===== src/rtl/user_key_input.sv =====
// user_key_input: board switch / push-button front end with a bus register window.
// Synchronizes raw dip_switch and user_key_n, debounces them on a slow sample tick,
// captures key presses into pending bits, and raises a masked level interrupt.
//
// Ports:
//   clk, reset     - system clock; synchronous active-high reset
//   WE, Addr, Din  - bus write enable, word address (byte addr = {Addr,2'b00}), write data
//   Dout           - bus read data, combinational from Addr
//   dip_switch     - raw switches, asynchronous, active-high
//   user_key_n     - raw push buttons, asynchronous, active-low
//   irq            - level interrupt, |(pend & mask)
//
// Register map (byte addresses):
//   0x7F40 R   debounced switches
//   0x7F44 R   {24'h0, debounced keys}
//   0x7F48 RW  {24'h0, pend}; writing 1 clears a bit, a coincident key press wins
//   0x7F4C RW  {24'h0, mask}

module user_key_input #(
  parameter int TICK_DIV = 10000
) (
  input  logic        clk,
  input  logic        reset,
  input  logic        WE,
  input  logic [31:2] Addr,
  input  logic [31:0] Din,
  output logic [31:0] Dout,
  input  logic [31:0] dip_switch,
  input  logic [7:0]  user_key_n,
  output logic        irq
);

  localparam int CW = (TICK_DIV > 2) ? $clog2(TICK_DIV) : 1;
  localparam logic [CW-1:0] CNT_LAST = CW'(TICK_DIV - 1);

  localparam logic [31:0] ADDR_SW   = 32'h0000_7F40;
  localparam logic [31:0] ADDR_KEY  = 32'h0000_7F44;
  localparam logic [31:0] ADDR_PEND = 32'h0000_7F48;
  localparam logic [31:0] ADDR_MASK = 32'h0000_7F4C;

  // Bits [31:0] are switches, [39:32] are keys (already inverted to active-high).
  localparam int NB = 40;

  logic [NB-1:0] raw;
  logic [NB-1:0] sync1_q, sync2_q;
  logic [CW-1:0] cnt_q, cnt_d;
  logic          tick;
  logic [NB-1:0] h0_q, h1_q, h2_q;
  logic [NB-1:0] h0_d, h1_d, h2_d;
  logic [NB-1:0] deb_q, deb_d;
  logic [7:0]    pend_q, pend_d;
  logic [7:0]    mask_q, mask_d;
  logic [7:0]    key_rise;
  logic [7:0]    pend_clr;
  logic [NB-1:0] agree1, agree0;
  logic [31:0]   byte_addr;
  logic          unused_din;

  assign raw        = {~user_key_n, dip_switch};
  assign byte_addr  = {Addr, 2'b00};
  assign unused_din = ^Din[31:8];

  // Prescaler: tick marks the last count of each sample period.
  assign tick  = (cnt_q == CNT_LAST);
  assign cnt_d = tick ? '0 : cnt_q + 1'b1;

  // Debounce looks at the history as it will be after this tick's shift, so the
  // third agreeing sample updates the output on the same edge it is taken.
  always_comb begin
    h0_d   = h0_q;
    h1_d   = h1_q;
    h2_d   = h2_q;
    deb_d  = deb_q;
    agree1 = '0;
    agree0 = '0;
    if (tick) begin
      h0_d   = sync2_q;
      h1_d   = h0_q;
      h2_d   = h1_q;
      agree1 = h0_d & h1_d & h2_d;
      agree0 = ~(h0_d | h1_d | h2_d);
      deb_d  = (deb_q & ~agree0) | agree1;
    end
  end

  // Pending bits: a debounced press sets, W1C clears; set is applied last so it wins.
  assign key_rise = deb_d[39:32] & ~deb_q[39:32];
  assign pend_clr = (WE && byte_addr == ADDR_PEND) ? Din[7:0] : 8'h00;
  assign pend_d   = (pend_q & ~pend_clr) | key_rise;
  assign mask_d   = (WE && byte_addr == ADDR_MASK) ? Din[7:0] : mask_q;

  always_ff @(posedge clk) begin
    if (reset) begin
      sync1_q <= '0;
      sync2_q <= '0;
      cnt_q   <= '0;
      h0_q    <= '0;
      h1_q    <= '0;
      h2_q    <= '0;
      deb_q   <= '0;
      pend_q  <= '0;
      mask_q  <= '0;
    end else begin
      sync1_q <= raw;
      sync2_q <= sync1_q;
      cnt_q   <= cnt_d;
      h0_q    <= h0_d;
      h1_q    <= h1_d;
      h2_q    <= h2_d;
      deb_q   <= deb_d;
      pend_q  <= pend_d;
      mask_q  <= mask_d;
    end
  end

  assign irq = |(pend_q & mask_q);

  always_comb begin
    Dout = 32'h0;
    case (byte_addr)
      ADDR_SW:   Dout = deb_q[31:0];
      ADDR_KEY:  Dout = {24'h0, deb_q[39:32]};
      ADDR_PEND: Dout = {24'h0, pend_q};
      ADDR_MASK: Dout = {24'h0, mask_q};
      default:   Dout = 32'h0;
    endcase
  end

endmodule


===== config.mk =====
export PLATFORM = sky130hd
export DESIGN_NAME = user_key_input
export DESIGN_NICKNAME = d
export VERILOG_FILES = /design/src/rtl/user_key_input.sv
export SDC_FILE = /design/constraint.sdc
export NUM_CORES = 1
export LEC_CHECK = 0
export BUFFER_PORTS_ARGS = -buffer_cell sky130_fd_sc_hd__buf_4
export CORE_ASPECT_RATIO = 0.7
export CORE_MARGIN = 5
export CORE_UTILIZATION = 53
export DETAILED_ROUTE_END_ITERATION = 8
export PLACE_DENSITY = 0.87
export SYNTH_ARGS = -nofsm -noshare
export SYNTH_HDL_FRONTEND = slang
export SYNTH_SLANG_ARGS = --single-unit

===== constraint.sdc =====
create_clock -name clk -period 3.6 [get_ports clk]
set_clock_uncertainty 0.2 [all_clocks]
set_input_delay 0.54 -clock clk [delete_from_list [all_inputs] [get_ports clk]]
set_output_delay 0.54 -clock clk [all_outputs]
set_load 0.02 [all_outputs]

# After elaboration in Yosys (flattened, before gate mapping)
# Cells that the tools add are included.
classes:
  addsub: 1
  eq_ne: 5
  muxes: 3
  bitwise_logic: 15
  n_reduce_logical: 4
ops:
  columns: ["op", "n"]
  rows:
  - ["32-bit one-hot mux with 4 select lines", 1]
  - ["40-bit AND", 3]
  - ["30-bit by 13-bit == test with 1-bit output, second input constant", 4]
  - ["40-bit bitwise OR", 3]
  - ["40-bit inverter", 2]
  - ["40-bit 2-to-1 mux", 1]
  - ["8-bit AND", 3]
  - ["8-bit inverter", 3]
  - ["14-bit by 1-bit adder with 14-bit output, second input constant", 1]
  - ["14-bit == test, second input constant", 1]
  - ["8-bit 2-to-1 mux", 1]
  - ["8-bit bitwise OR", 1]
  - ["8-bit OR reduction", 1]
  - ["1-bit logical AND", 2]
  - ["2-bit OR reduction", 1]
word_totals:
  regBits: 230
  inputBits: 105
  word_cells: 37

# Longest topological paths before layout
# Gate-level depths: netlist of run 1.
logic_depth:
  ltp_word: 9
  depth_mapped: 8
  ltp_nobuf: 5

# Least setup slack after synthesis of run 1
# No wires, ideal clock.
synth_path:
  kind: "input port to output port"
  startpoint: "in Addr[15] (netlist bit)"
  endpoint: "out Dout[1]"
  arrival_ns: 2.323
  t_required_ns: 2.860
  setup_slack_ns: 0.537
  stages: 5
  n_path_buf: 1
  cell_sequence: "or4b_4 -> nor4_2 -> clkbuf_1 -> nand3_1 -> a21oi_1"
synth_between:
  elab_chain_cells: 2
  word_cells_on_any_way: 5
  cone_classes: "4 x eq/ne; 1 x mux"
synth_lines:
  columns: ["item", "line", "source"]
  rows:
  - ["start, declared", "25", "input logic [31:2] Addr,"]
  - ["30-bit by 13-bit == test with 1-bit output", "120", "case (byte_addr)"]
  - ["32-bit one-hot mux with 4 select lines (*)", "120", null]
  - ["end, declared", "27", "output logic [31:0] Dout,"]
# Mark *: on every way between the ends. The rest lies on a longest branch, timed or not.

# Worst setup path after layout of run 1
layout_path:
  startpoint: "in Addr[15] (netlist bit)"
  endpoint: "out Dout[28]"
# The elaborated chain is that of the path after synthesis.

==> metrics.csv, run 1 <==
metric,value,unit
drt via density,5.46,
wire length per cell,13.8,um
outcome,finished clean,
Pre-Repair DR Iteration Count,5,
first-pass GRT wire length,30200,um
max-slew violations,0,
Die X,163,um
synth-to-layout area growth,23.0,%
Port-buffer cells,113,
grt total ovfl,0,
Netlist cell types,35,
final wirelength,18300,um
TritonCTS sink count,230,
Syn. warnings,0,
met1 Track Usage GR,0.273,
worst-case reg-to-reg path depth,5,
Min-Delay Startpoint,Din[7],
worst-margin pin slew,0.661,ns
clk slew on worst S/H paths,0.06,ns
net load switching power,1030,uW
I/O pin cnt,138,
Hold Crit Class,input port to flop,
largest net degree at the start of global routing,86,
hold path cells,2,
leak pwr,0.00383,uW
cells after synthesis,991,
TritonCTS buffer count,22,
Post-CTS Setup Inserts,0,
Slew HR,0.558,
share of the synthesized area in the top cell type,0.532,
Starting Density,0.536,
"Avg Cell Area, Syn",8.74,um^2
crit path launch type,input port,
Iter 0 DRT Violations,764,
fin util,0.659,
RSZ-0062 raised after global routing,false,
minimum clock period,3.28,ns
Reg2Reg Launch Point,cnt_q[4]$_SDFF_PP0_,
row count,39,
Worst-Skew Late Latency,0.49,ns
total global-route track usage,0.185,
cts-stage hold buffer count,8,
met2 usage,0.291,
layout cells sized above 1,0.170,
VDD IR max,0.318,mV
H-tree depth,1,
Worst Hold End,pend_q[7]$_SDFF_PP0_,
hold_ws,0.0455,ns
Clock Power Share,0.496,
MaxCap Viol Count,0,
r2r setup slk,0.95,ns
reg-to-reg critical path endpoint,deb_q[38]$_SDFF_PP0_,
DRC viols,0,
ANT nets after route,0,
Internal,4480,uW
Final period util,0.911,
Syn Nets,1097,
sw frac,0.188,
HPWL after DPL,11900,um
initial antenna violation count,0,
Comb pwr share,0.030,
root buffer cell,clkbuf_16,
critical path peak fanout,24,
crit path DAT,2.54,ns
die height,117,um
M3 GR Usage,0.0319,
vias in the first global route,6551,
Flop pwr share,0.474,
CP endpoint kind,primary output,
critical path data required time,2.86,ns
gpl congestion,0.881,
setup violators final,0,
Core Box Area,0.0162,mm^2
Mapped Area,0.00866,mm^2
post-CTS sizing,0,
total number of vias,7240,
kind of critical path,input port to primary output,
PwrDens,518,mW/mm^2
CTS tree,built,
GR peak layer,met2,
Final Hold Viols,0,
final net count,1190,
setup_tns,0,ns
Yosys reg bits,230,
clk buf depth,3,
"Seq/Total Area, Yosys",0.532,
"area leader, netlist",dfxtp_1,
die area,0.0190,mm^2
largest cells by area after synthesis,"dfxtp_1 (53%), nand2_1 (7.4%), a21oi_1 (6.1%)",
Fmax,305,MHz
## routing by layer
metal | share of wire | routed length [um]
met1 | 0.50 | 9080
met2 | 0.43 | 7960
met3 | 0.059 | 1070
met4 | 0.011 | 194
met5 | 0 | 0
## critical path: stages
cell and delay, ns:
buf_4 0.11, or4b_4 0.55, or4_4 0.51, nor4_4 0.21, buf_4 0.30, and2_1 0.18
buf_4 0.14
## final cells by class
class,count,area [um^2]
Clock inverter,13,268
Antenna cell,1,2.50
Clock buffer,26,617
Sequential cell,230,4600
Multi-Input combinational cell,694,3790
Timing Repair Buffer,134,1080
Tap cell,225,282
Fill cell,1269,5510
Inverter,2,7.51
## metrics by stage
| stage | cells | area, um^2 | power [uW] | setup WS [ns] |
|---|---|---|---|---|
| final | 1325 | 10600 | 5510 | 0.320 |
| after global placement | 1277 | 9680 | 2830 | 0.346 |
| after global routing | 1324 | 10600 | 5700 | 0.220 |
| after CTS | 1324 | 10600 | 5560 | 0.321 |
| after detailed placement | 1277 | 9680 | 2830 | 0.324 |
| after floorplan | 991 | 8660 | 2740 | 0.537 |
## worst max path at each step
stage,startpoint,to
floorplan,Addr[15],Dout[1]
global placement,Addr[15],Dout[31]
detailed placement,Addr[15],Dout[17]
CTS,Addr[15],Dout[28]
global route,Addr[15],Dout[31]
finish,Addr[15],Dout[28]
## registers in the layout, indices dropped and copies added (netlist names)
| name | count |
|---|---|
| mask_q | 8 |
| sync2_q | 40 |
| h0_q | 40 |
| h1_q | 40 |
| sync1_q | 40 |
| cnt_q | 14 |
| pend_q | 8 |
| deb_q | 40 |
## cells in the mapped netlist
library cell / instances
nand2b_1: 2
xnor2_1: 5
a22oi_1: 4
nor4_4: 2
nand2_1: 171
nand4_1: 18
nor4_2: 1
o21ai_0: 1
a21oi_1: 105
or4_1: 2
ha_1: 1
xor2_1: 6
nor4b_1: 1
buf_4: 1
and3_1: 3
inv_1: 2
nor4_1: 83
buf_1: 1
a31oi_1: 48
or3_1: 1
or4b_4: 1
and4_1: 4
dfxtp_1: 230
o31ai_1: 8
buf_2: 11
nand4b_1: 8
or4_4: 1
nand3_1: 21
nor3_1: 2
nor2_1: 73
mux2_2: 16
clkbuf_1: 52
and2_1: 25
nor2b_1: 80
nor3b_1: 1
## cell families after synthesis
logic type | Yosys count | share of synthesized area
XOR/XNOR | 11 | 0.0111
AO/OA/AOI/OAI | 166 | 0.106
flip-flops | 230 | 0.532
buffers and inverters | 67 | 0.0311
adder cells (fa/ha/maj) | 1 | 0.00145
multiplexers | 16 | 0.0208
AND/OR/NAND/NOR | 500 | 0.297
## power by group through the flow
stage	Clock [uW]	Combinational, uW	Sequential [uW]
6_report	2730	167	2610
5_1_grt	2910	183	2610
4_1_cts	2780	168	2610
3_5_place_dp	0	160	2670
3_3_place_gp	0	159	2670
2_1_floorplan	0	77.4	2660
## placed cells by master, fill, tap and decap left out, types with 4 or more instances in the layout
| master | n |
|---|---|
| a21oi_1 | 105 |
| a22oi_1 | 4 |
| a31oi_1 | 48 |
| and2_1 | 25 |
| buf_12 | 4 |
| buf_4 | 121 |
| bufinv_16 | 8 |
| clkbuf_16 | 23 |
| clkinv_2 | 4 |
| dfxtp_1 | 230 |
| dlygate4sd3_1 | 8 |
| mux2_2 | 16 |
| nand2_1 | 171 |
| nand3_1 | 21 |
| nand4_1 | 18 |
| nand4b_1 | 8 |
| nor2_1 | 73 |
| nor2b_1 | 80 |
| nor4_1 | 83 |
| o31ai_1 | 8 |
| xnor2_1 | 5 |
| xor2_1 | 6 |
(Power assumes the default switching activity.)
==> run 2: changes to the inputs <==
--- a/config.mk
+++ b/config.mk
@@ -10,6 +10,7 @@
 export CORE_MARGIN = 5
 export CORE_UTILIZATION = 53
 export DETAILED_ROUTE_END_ITERATION = 8
+export MAX_ROUTING_LAYER = met4
 export PLACE_DENSITY = 0.87
 export SYNTH_ARGS = -nofsm -noshare
 export SYNTH_HDL_FRONTEND = slang
==> metrics.csv, run 2 (same netlist as run 1, synthesis figures left out) <==
metric,value,unit
outcome,finished clean,
vias in the first global route,6538,
Worst-Skew Late Latency,0.49,ns
die area,0.0190,mm^2
Die X,163,um
Iter 0 DRT Violations,738,
CP endpoint kind,primary output,
die height,117,um
CP dominant cell by count,buf_4,
crit path launch type,input port,
multi-input logic area,0.00379,mm^2
Buf/Inv on CP,3,
ANT nets after route,0,
Flop pwr share,0.474,
total global-route track usage,0.191,
Starting Density,0.536,
Fill cells,1269,
root buffer cell,clkbuf_16,
crit path DAT,2.54,ns
hold_ws,0.0417,ns
slowest CP cell,or4b_4,
HPWL after DPL,11900,um
final wirelength,18300,um
Pre-Repair DR Iteration Count,5,
DRC viols,0,
initial antenna violation count,0,
first-pass GRT wire length,30200,um
leak pwr,0.00383,uW
RSZ-0062 raised after global routing,false,
CTS tree,built,
worst path cell trace,"buf_4, or4b_4, or4_4, nor4_4, buf_4, and2_1, buf_4",
max-slew violations,0,
worst stage delay on the critical path,0.55,ns
clk buf depth,3,
TritonCTS sink count,230,
grt total ovfl,0,
PwrDens,518,mW/mm^2
Slew HR,0.558,
worst-margin pin slew,0.660,ns
final net count,1190,
kind of critical path,input port to primary output,
Final Hold Viols,0,
Internal,4480,uW
synth-to-layout area growth,23.0,%
net load switching power,1040,uW
critical path peak fanout,24,
post-CTS sizing,0,
Port-buffer cells,113,
critical path data required time,2.86,ns
Fmax,305,MHz
setup_tns,0,ns
Final Power,5510,uW
TritonCTS buffer count,22,
fin util,0.659,
gpl congestion,0.896,
"commonest non-fill, non-tap cell in the layout",dfxtp_1,
setup violators final,0,
sw frac,0.188,
H-tree depth,1,
CP top delay family,simple AND/OR/NAND/NOR gates,
row count,39,
Core Box Area,0.0162,mm^2
largest net degree at the start of global routing,86,
dpl ws,0.324,ns
clk slew on worst S/H paths,0.07,ns
Storage cell area,0.00460,mm^2
drt via density,5.49,
minimum clock period,3.28,ns
layout cells sized above 1,0.170,
total number of vias,7270,
I/O pin cnt,138,
Comb pwr share,0.030,
wire length per cell,13.8,um
cts-stage hold buffer count,8,
MaxCap Viol Count,0,
VDD IR max,0.315,mV
Hold Crit Class,input port to flop,
fin worst setup slack,0.317,ns
Post-CTS Setup Inserts,0,
Clock Power Share,0.496,
Final period util,0.912,
highest-count cells in the layout ignoring fill and taps,"dfxtp_1 (230), nand2_1 (171), buf_4 (121)",
run 2: per-layer routing:
| layer | track usage | part of all wire | vias to the layer above | wire [um] |
|---|---|---|---|---|
| met5 | - | 0 | - | 0 |
| met3 | 0.0319 | 0.056 | 19 | 1020 |
| li1 | - | - | 3666 | - |
| met2 | 0.290 | 0.43 | 201 | 7900 |
| met1 | 0.273 | 0.50 | 3384 | 9130 |
| met4 | 0.0385 | 0.011 | 0 | 208 |
run 2: cell type report:
| class | instances | area share |
|---|---|---|
| clock inverter | 13 | 0.0251 |
| tap | 225 | 0.0264 |
| clock buffer | 26 | 0.0579 |
| inverter | 2 | 0.000705 |
| antenna | 1 | 0.000235 |
| sequential | 230 | 0.432 |
| timing repair buffer | 134 | 0.101 |
| multi-input combinational | 694 | 0.356 |
run 2: power groups by stage:
stage | registers, uW | clock network [uW] | logic, uW
global route | 2610 | 2900 | 183
finish | 2610 | 2730 | 167
floorplan | 2660 | 0 | 77.4
detailed placement | 2670 | 0 | 160
CTS | 2610 | 2780 | 168
global placement | 2670 | 0 | 159
run 2: per-stage QoR:
| step | instances | cell area [um^2] |
|---|---|---|
| finish | 1325 | 10600 |
| global route | 1324 | 10600 |
| CTS | 1324 | 10600 |
| detailed placement | 1277 | 9680 |
| global placement | 1277 | 9680 |
| floorplan | 991 | 8660 |
run 2: path summary, 6_finish.rpt:
path	from	endpoint	slack, ns	cells past startpoint
hold / removal	Din[6]	pend_q[6]$_SDFF_PP0_	0.04	2
setup reg to reg	cnt_q[4]$_SDFF_PP0_	deb_q[38]$_SDFF_PP0_	0.95	5
setup / recovery	Addr[15]	Dout[28]	0.32	7
hold reg to reg	sync1_q[3]$_SDFF_PP0_	sync2_q[3]$_SDFF_PP0_	0.23	1
==> run 3: changes to the inputs <==
--- a/config.mk
+++ b/config.mk
@@ -9,6 +9,7 @@
 export CORE_ASPECT_RATIO = 0.7
 export CORE_MARGIN = 5
 export CORE_UTILIZATION = 53
+export CTS_BUF_LIST = sky130_fd_sc_hd__clkbuf_4 sky130_fd_sc_hd__clkbuf_8
 export DETAILED_ROUTE_END_ITERATION = 8
 export MAX_ROUTING_LAYER = met4
 export PLACE_DENSITY = 0.87
==> metrics.csv, run 3 (same netlist as run 1, synthesis figures left out) <==
metric,value,unit
r2r setup slk,0.99,ns
Starting Density,0.536,
die area,0.0190,mm^2
outcome,finished clean,
Storage cell area,0.00460,mm^2
Fill cells,1301,
Hold Crit Class,input port to flop,
hold path cells,2,
Internal,3910,uW
leak pwr,0.00379,uW
Die X,163,um
drt via density,5.45,
Core Box Area,0.0162,mm^2
critical path data required time,2.86,ns
initial antenna violation count,0,
Pre-Repair DR Iteration Count,6,
crit path DAT,2.54,ns
PwrDens,472,mW/mm^2
root buffer cell,clkbuf_8,
worst path cell trace,"buf_4, or4b_4, or4_4, nor4_4, buf_4, and2_1, buf_4",
Port-buffer cells,113,
Slew HR,0.563,
Clock Power Share,0.439,
synth-to-layout area growth,21.2,%
setup_tns,0,ns
CTS tree,built,
highest-count cells in the layout ignoring fill and taps,"dfxtp_1 (230), nand2_1 (171), buf_4 (121)",
clk slew on worst S/H paths,0.06,ns
ANT nets after route,0,
Worst Hold End,sync1_q[3]$_SDFF_PP0_,
CP endpoint kind,primary output,
grt total ovfl,0,
row count,39,
Comb pwr share,0.034,
max-slew violations,0,
Final period util,0.912,
TritonCTS buffer count,35,
RSZ-0062 raised after global routing,false,
DRC viols,0,
largest net degree at the start of global routing,86,
die height,117,um
clk buf depth,3,
reg-to-reg critical path endpoint,deb_q[34]$_SDFF_PP0_,
fin util,0.650,
gpl congestion,0.896,
slowest CP cell,or4b_4,
worst stage delay on the critical path,0.55,ns
wire length per cell,13.9,um
Min-Delay Startpoint,dip_switch[3],
total number of vias,7342,
CP dominant cell by count,buf_4,
H-tree depth,2,
Reg2Reg Launch Point,cnt_q[0]$_SDFF_PP0_,
MaxCap Viol Count,0,
Final Hold Viols,0,
critical path peak fanout,24,
VDD IR max,0.275,mV
setup violators final,0,
net load switching power,1040,uW
vias in the first global route,6760,
minimum clock period,3.28,ns
"commonest non-fill, non-tap cell in the layout",dfxtp_1,
worst-margin pin slew,0.654,ns
multi-input logic area,0.00379,mm^2
Flop pwr share,0.527,
sw frac,0.210,
TritonCTS sink count,230,
worst-case reg-to-reg path depth,6,
kind of critical path,input port to primary output,
layout cells sized above 1,0.187,
Fmax,305,MHz
crit path launch type,input port,
HPWL after DPL,11900,um
I/O pin cnt,138,
Worst-Skew Late Latency,0.50,ns
first-pass GRT wire length,30900,um
total global-route track usage,0.196,
Iter 0 DRT Violations,708,
final wirelength,18700,um
final net count,1203,
-- run 3: worst max-delay path by stage --
stage | startpoint | end | slack [ns] | cells past startpoint
2_1_floorplan | Addr[15] | Dout[1] | 0.54 | 5
3_3_place_gp | Addr[15] | Dout[31] | 0.35 | 7
3_5_place_dp | Addr[15] | Dout[17] | 0.32 | 7
4_1_cts | Addr[15] | Dout[17] | 0.32 | 7
5_1_grt | Addr[15] | Dout[31] | 0.22 | 7
6_report | Addr[15] | Dout[28] | 0.32 | 7
-- run 3: critical path, delay by kind of cell --
kind / cells / cell delay [ns]
and+or+nand+nor: 4 / 1.45
buffers and inverters: 3 / 0.55
-- run 3: through the flow --
step | power, uW | setup WS, ns | area (um^2) | hold WS, ns | instances
2_1_floorplan | 2740 | 0.537 | 8660 | 0.214 | 991
3_3_place_gp | 2830 | 0.346 | 9680 | 0.217 | 1277
3_5_place_dp | 2830 | 0.324 | 9680 | 0.222 | 1277
4_1_cts | 5010 | 0.319 | 10500 | 0.0165 | 1347
5_1_grt | 5170 | 0.215 | 10500 | 0.0242 | 1347
6_report | 4950 | 0.317 | 10500 | 0.0478 | 1348
-- run 3: metal layers --
layer | up-vias | wire (um) | GRT usage
met5 | - | 0 | -
met4 | 0 | 190 | 0.0497
met3 | 18 | 1400 | 0.0396
met2 | 240 | 8230 | 0.300
met1 | 3390 | 8900 | 0.269
li1 | 3694 | - | -
-- run 3: power by group through the flow --
stage          clock network (uW)  registers [uW]  logic, uW
2_1_floorplan                   0            2660       77.4
3_3_place_gp                    0            2670        159
3_5_place_dp                    0            2670        160
4_1_cts                      2230            2610        168
5_1_grt                      2370            2620        184
6_report                     2170            2610        167
-- run 3: repair_timing --
| item | 4_1_cts | 5_1_grt |
|---|---|---|
| resized for setup | 0 | 0 |
| endpoints found under the setup margin | 0 | 0 |
| buffers inserted | 0 | 0 |
| hold buffers | 8 | 0 |
| hold endpoints to repair | 8 | 0 |
-- run 3: area by class of cell --
| type | instances | area share |
|---|---|---|
| Clock inverter | 6 | 0.00346 |
| Antenna cell | 1 | 0.000238 |
| Timing Repair Buffer | 134 | 0.103 |
| Inverter | 2 | 0.000715 |
| Clock buffer | 56 | 0.0663 |
| Multi-Input combinational cell | 694 | 0.361 |
| Tap cell | 225 | 0.0268 |
| Sequential cell | 230 | 0.439 |
